[src/rtl/score_bcd_sequencer.sv]
// Score to 6-digit BCD converter: a 20-step double-dabble engine under a small FSM, no backpressure.
// Request (start / score change / pending) in IDLE -> done and new digits 22 cycles later; requests while busy queue one follow-up.
module score_bcd_sequencer #(
  parameter int NUM_DIGITS = 6,
  parameter int SHIFT_BITS = 20,
  parameter int MAX_SCORE  = 999999
) (
  input  logic        clock,
  input  logic        reset,
  input  logic [31:0] score,
  input  logic        start,
  output logic        busy,
  output logic        done,
  output logic        overflow,
  output logic [3:0]  digit0,
  output logic [3:0]  digit1,
  output logic [3:0]  digit2,
  output logic [3:0]  digit3,
  output logic [3:0]  digit4,
  output logic [3:0]  digit5
);

  localparam int                  BCD_BITS = 4 * NUM_DIGITS;
  localparam int                  CNT_W    = $clog2(SHIFT_BITS);
  localparam logic [CNT_W-1:0]    CNT_LAST = CNT_W'(SHIFT_BITS - 1);
  localparam logic [31:0]         MAX32    = 32'(MAX_SCORE);
  localparam logic [SHIFT_BITS-1:0] MAX_CAP = SHIFT_BITS'(MAX_SCORE);

  typedef enum logic [1:0] {
    IDLE  = 2'd0,
    LOAD  = 2'd1,
    SHIFT = 2'd2,
    DONE  = 2'd3
  } state_t;

  state_t                  state, state_nxt;
  logic [31:0]             last_score;
  logic                    pending;
  logic                    ovf_next;
  logic [SHIFT_BITS-1:0]   bin, bin_shf, cap;
  logic [BCD_BITS-1:0]     bcd, bcd_adj, bcd_shf;
  logic [BCD_BITS-1:0]     disp;
  logic [CNT_W-1:0]        cnt;
  logic                    changed;
  logic                    request;
  logic                    over_max;

  assign changed  = (score != last_score);
  assign request  = start | changed | pending;
  assign over_max = (score > MAX32);
  assign cap      = over_max ? MAX_CAP : score[SHIFT_BITS-1:0];

  // One double-dabble step: correct nibbles >= 5, then shift the whole {bcd, bin} pair.
  always_comb begin
    bcd_adj = bcd;
    for (int i = 0; i < NUM_DIGITS; i++) begin
      if (bcd[4*i +: 4] >= 4'd5) begin
        bcd_adj[4*i +: 4] = bcd[4*i +: 4] + 4'd3;
      end
    end
    {bcd_shf, bin_shf} = {bcd_adj, bin} << 1;
  end

  always_comb begin
    state_nxt = state;
    busy      = 1'b0;
    done      = 1'b0;
    case (state)
      IDLE: begin
        if (request) begin
          state_nxt = LOAD;
        end
      end
      LOAD: begin
        busy      = 1'b1;
        state_nxt = SHIFT;
      end
      SHIFT: begin
        busy = 1'b1;
        if (cnt == CNT_LAST) begin
          state_nxt = DONE;
        end
      end
      DONE: begin
        done      = 1'b1;
        state_nxt = IDLE;
      end
      default: state_nxt = IDLE;
    endcase
  end

  always_ff @(posedge clock) begin
    if (reset) begin
      state      <= IDLE;
      last_score <= '0;
      pending    <= 1'b0;
      ovf_next   <= 1'b0;
      overflow   <= 1'b0;
      bin        <= '0;
      bcd        <= '0;
      cnt        <= '0;
      disp       <= '0;
    end else begin
      state <= state_nxt;
      case (state)
        IDLE: begin
          if (request) begin
            pending <= 1'b0;
          end
        end
        LOAD: begin
          // The score sampled here is the one converted, so only start can queue another pass.
          last_score <= score;
          bin        <= cap;
          bcd        <= '0;
          cnt        <= '0;
          ovf_next   <= over_max;
          if (start) begin
            pending <= 1'b1;
          end
        end
        SHIFT: begin
          bcd <= bcd_shf;
          bin <= bin_shf;
          cnt <= cnt + 1'b1;
          if (start || changed) begin
            pending <= 1'b1;
          end
          // Publish on the last step so digits and done appear together in DONE.
          if (cnt == CNT_LAST) begin
            disp     <= bcd_shf;
            overflow <= ovf_next;
          end
        end
        DONE: begin
          if (start || changed) begin
            pending <= 1'b1;
          end
        end
        default: ;
      endcase
    end
  end

  assign digit0 = disp[3:0];
  assign digit1 = disp[7:4];
  assign digit2 = disp[11:8];
  assign digit3 = disp[15:12];
  assign digit4 = disp[19:16];
  assign digit5 = disp[23:20];

endmodule

[config.mk]
export PLATFORM = sky130hd
export DESIGN_NAME = score_bcd_sequencer
export DESIGN_NICKNAME = d
export VERILOG_FILES = /design/src/rtl/score_bcd_sequencer.sv
export SDC_FILE = /design/constraint.sdc
export NUM_CORES = 1
export LEC_CHECK = 0
export CAP_MARGIN = 20
export CORE_UTILIZATION = 60
export DETAILED_ROUTE_END_ITERATION = 6
export PLACE_DENSITY = 0.89
export SETUP_SLACK_MARGIN = 0.02
export SYNTH_ARGS = -nofsm -noshare
export SYNTH_HDL_FRONTEND = slang
export SYNTH_SLANG_ARGS = --single-unit
[constraint.sdc]
create_clock -name clock -period 5.5 [get_ports clock]
set_input_delay 0.55 -clock clock [delete_from_list [all_inputs] [get_ports clock]]
set_output_delay 0.55 -clock clock [all_outputs]
set_load 0.02 [all_outputs]
==> results.md <==
- CTS Hold Bufs: 0
- Simple-gate share of the synthesized area: between 10% and 20%
- Share of post-route cells with drive strength above 1: under 10%
- Antenna violations before repair: 0
- # port buffers: 61
- Syn Area/Cell: ~8.6 um2
- RSZ-0062 raised after global routing: false
- Top-Level Pins: 62
- Crit-path cells: inv_1 -> ha_1 -> clkinv_1 -> buf_4 -> nor2_1 -> buf_4 -> a32oi_1 -> nor2_1
- Post-Synthesis Net Count: 645
- Critical path fanouts, max: 43
- Vias in the first global route: 4162
- Worst hold stages: 2
- Core area: 8220 um2
- Via density: ~6
- Status: completed
- Post-Synth Adder-Cell Area: 4.41%
- Yosys cell types: 38
- Final wirelength: 11600 um
- Layout area overhead: 16.3%
- DR DRC count: 0
- Commonest non-fill, non-tap cells in the layout: 110 x dfxtp_1, 76 x nand2_1, 69 x nor2_1, 61 x a21oi_1, 60 x clkdlybuf4s50_1
- Synth Area in Compound Gates: between 10% and 20%
- Dpl cells: 727
- Max_slew headroom: 27.2%
- Design area: just under 6000 um2
- Register bit total from synthesis: 110
- Crit path buf inv count: 4
- Die Area: around 8900 um2
- Crit path largest cell delay: 0.97 ns
- Fmax: 305 MHz
- Detailed placer's ending HPWL: 7790 um
- Htree depth: 3
- WS Path Type: reg -> reg
- Synthesized netlist cell count: a little under 600
- Root Buffer: clkbuf_8
- Final period util: 59.7%
- Area after DPL: 5740 um2
- GRT Resource Usage Total: 27.8%
- Slew Viols, Final: 0
- Initial DRC count: 331
- Setup repair bufs after CTS: 0
- Fin cells: 743
- Max Root-Sink Buffers: 2
- Number of stages on the worst setup path: 8
- Worst VDD drop: approximately 250 uV
- Fin Hold WS: between 0.4 and 0.5 ns
- Startpoint class of the critical path: flip-flop
- Routed Antenna Nets: 0
- PwrDens: between 300 and 400 nW/um2
- WP data arrival: 3.59 ns
- Static leakage: between 2 and 2.5 nW
- Final setup margin: ~2.2 ns
- Worst path slowest cell: ha_1
- Setup WS pre-CTS: 2.29 ns
- Drt first pass iters: 5
- ANT cells: 0
- Total number of vias: roughly 4300
- CP endpoint kind: flip-flop
- Max_cap viols: 0
- Commonest non-fill, non-tap cell in the layout: dfxtp_1
- Multiplexer share of the synthesized area: under 10%
- Largest net degree at the start of global routing: 111
- Num CTS Buffers: 9
- Routability-driven placement congestion ratio: ~0.8
- Initial Util: ~62%
- Layout net count: 686
- Die width: 94.2 um
- CTS tree: done
- Sequential fraction of the synthesis area: 43.1%
- Endpoints failing hold: 0
- Setup-failing EPs final: 0
- Setup tns final: 0 ns
- Worst Skew: between 0.015 and 0.02 ns
- Hold crit path type: reg -> reg
- PostCTS Resize Cnt: 0
- Worst-Margin Slew: 1.09 ns
- Post-Synth XOR/XNOR Area: 6.18%
- Clock latency on the worst-skew pair: 0.39 ns
- GRT overflow: 0
- Clock slew at reported path FFs: 0.10 ns
- Crit-path leading delay family: adder cells
- # clock sinks: 110
- Req. time, crit path: 5.81 ns
- Yosys warnings: 0
- FF-to-FF path depth: 8
- Site Rows: 33
- Avg WL per Cell: 15.6 um
- Largest family of logic cells by synthesized area: simple AND/OR/NAND/NOR gates
- Tmin final: between 3 and 4 ns
- Post-Syn Area: 5100 um2
- First-pass GRT wire length: 19300 um
- Die height: 94.2 um
[where the power goes]
group / internal (mW) / total (mW) / leakage (nW) / switching [mW]
Sequential: 0.915 / 0.988 / 0.894 / 0.0725
Clock: 0.194 / 0.480 / 0.0939 / 0.286
Combinational: 0.303 / 0.760 / 1.12 / 0.457
[worst reg2reg max path, cell delays in order, from the launching register on]
cell and delay (ns):
dfxtp_1 0.40, inv_1 0.10, ha_1 0.97, clkinv_1 0.20
buf_4 0.33, nor2_1 0.66, buf_4 0.32, a32oi_1 0.13
nor2_1 0.10
[sequential cells by signal (all words and copies together) (netlist names)]
register    count
cnt             5
bcd            24
pending         1
last_score     32
disp           24
bin            20
ovf_next        1
overflow        1
state           2
[metrics by stage]
stage          utilization, %  total power, mW
5_1_grt                  72.2             2.35
2_1_floorplan               -             1.57
6_report                 72.2             2.23
3_3_place_gp             69.9             1.71
3_5_place_dp             69.9             1.75
4_1_cts                  72.2             2.22
[routing by layer]
| metal | track usage, % | vias to the layer above | wire length (um) |
|---|---|---|---|
| met5 | 0 | - | 0 |
| met4 | 9.74 | 0 | 159 |
| met3 | 5.58 | 14 | 600 |
| met2 | 45.8 | 124 | 5610 |
| met1 | 35.9 | 2048 | 5260 |
| li1 | - | 2147 | - |
[synthesized netlist by cell type]
library cell | count | area, um2
nor4_1 | 7 | 43.8
xor2_1 | 12 | 105
or4_4 | 1 | 11.3
a21oi_1 | 61 | 305
nand3_1 | 3 | 15.0
clkbuf_1 | 31 | 116
nand2b_1 | 12 | 75.1
and3_1 | 8 | 50.1
nor2b_1 | 3 | 18.8
nor3_1 | 4 | 20.0
o221ai_1 | 13 | 114
mux2i_1 | 40 | 400
xnor2_1 | 24 | 210
o31ai_1 | 7 | 52.6
a22oi_1 | 18 | 135
o211a_1 | 1 | 10.0
ha_1 | 18 | 225
dfxtp_1 | 110 | 2200
or2_2 | 1 | 6.26
o21ai_0 | 11 | 55.1
a311oi_1 | 1 | 8.76
buf_2 | 3 | 15.0
or4_1 | 1 | 7.51
nor4_4 | 1 | 21.3
clkinv_1 | 1 | 3.75
nand2_1 | 76 | 285
nand4_1 | 9 | 56.3
mux2_2 | 1 | 11.3
o31a_1 | 1 | 8.76
a211oi_1 | 7 | 52.6
o21ai_1 | 1 | 5.00
a21oi_2 | 1 | 8.76
o22a_2 | 1 | 10.0
o22ai_1 | 1 | 6.26
a32oi_1 | 6 | 52.6
inv_1 | 22 | 82.6
nor3b_1 | 5 | 37.5
nor2_1 | 69 | 259
[cell families (layout without fill, tap and decap cells)]
logic type                 after synthesis  count (layout)
DFF                                    110             110
muxes                                   41              41
xor gates and xnor gates                36              36
and+or+nand+nor                        200             200
AOI/OAI and AO/OA                      130             130
adders and majority gates               18              18
buffers and inverters                   57             103
[path summary, 6_finish.rpt]
kind              slack [ns]              endpoint                  start
hold reg to reg         0.46  disp[1]$_SDFFE_PP0P_   disp[1]$_SDFFE_PP0P_
setup reg to reg        2.22  bcd[19]$_SDFFE_PP0P_  state[0]$_SDFFE_PP0P_
hold / removal          0.46  disp[1]$_SDFFE_PP0P_   disp[1]$_SDFFE_PP0P_
setup / recovery        2.22  bcd[19]$_SDFFE_PP0P_  state[0]$_SDFFE_PP0P_
[final cells by class]
| class | count | area, um2 |
|---|---|---|
| well taps | 105 | 131 |
| clock buffers | 11 | 151 |
| clock inverters | 5 | 40.0 |
| fillers | 615 | 2280 |
| inverters | 23 | 86.3 |
| multi-input cells | 425 | 2690 |
| repair buffers | 64 | 631 |
| flip-flops and latches | 110 | 2200 |
No activity file was read; power rests on OpenSTA's default activity.
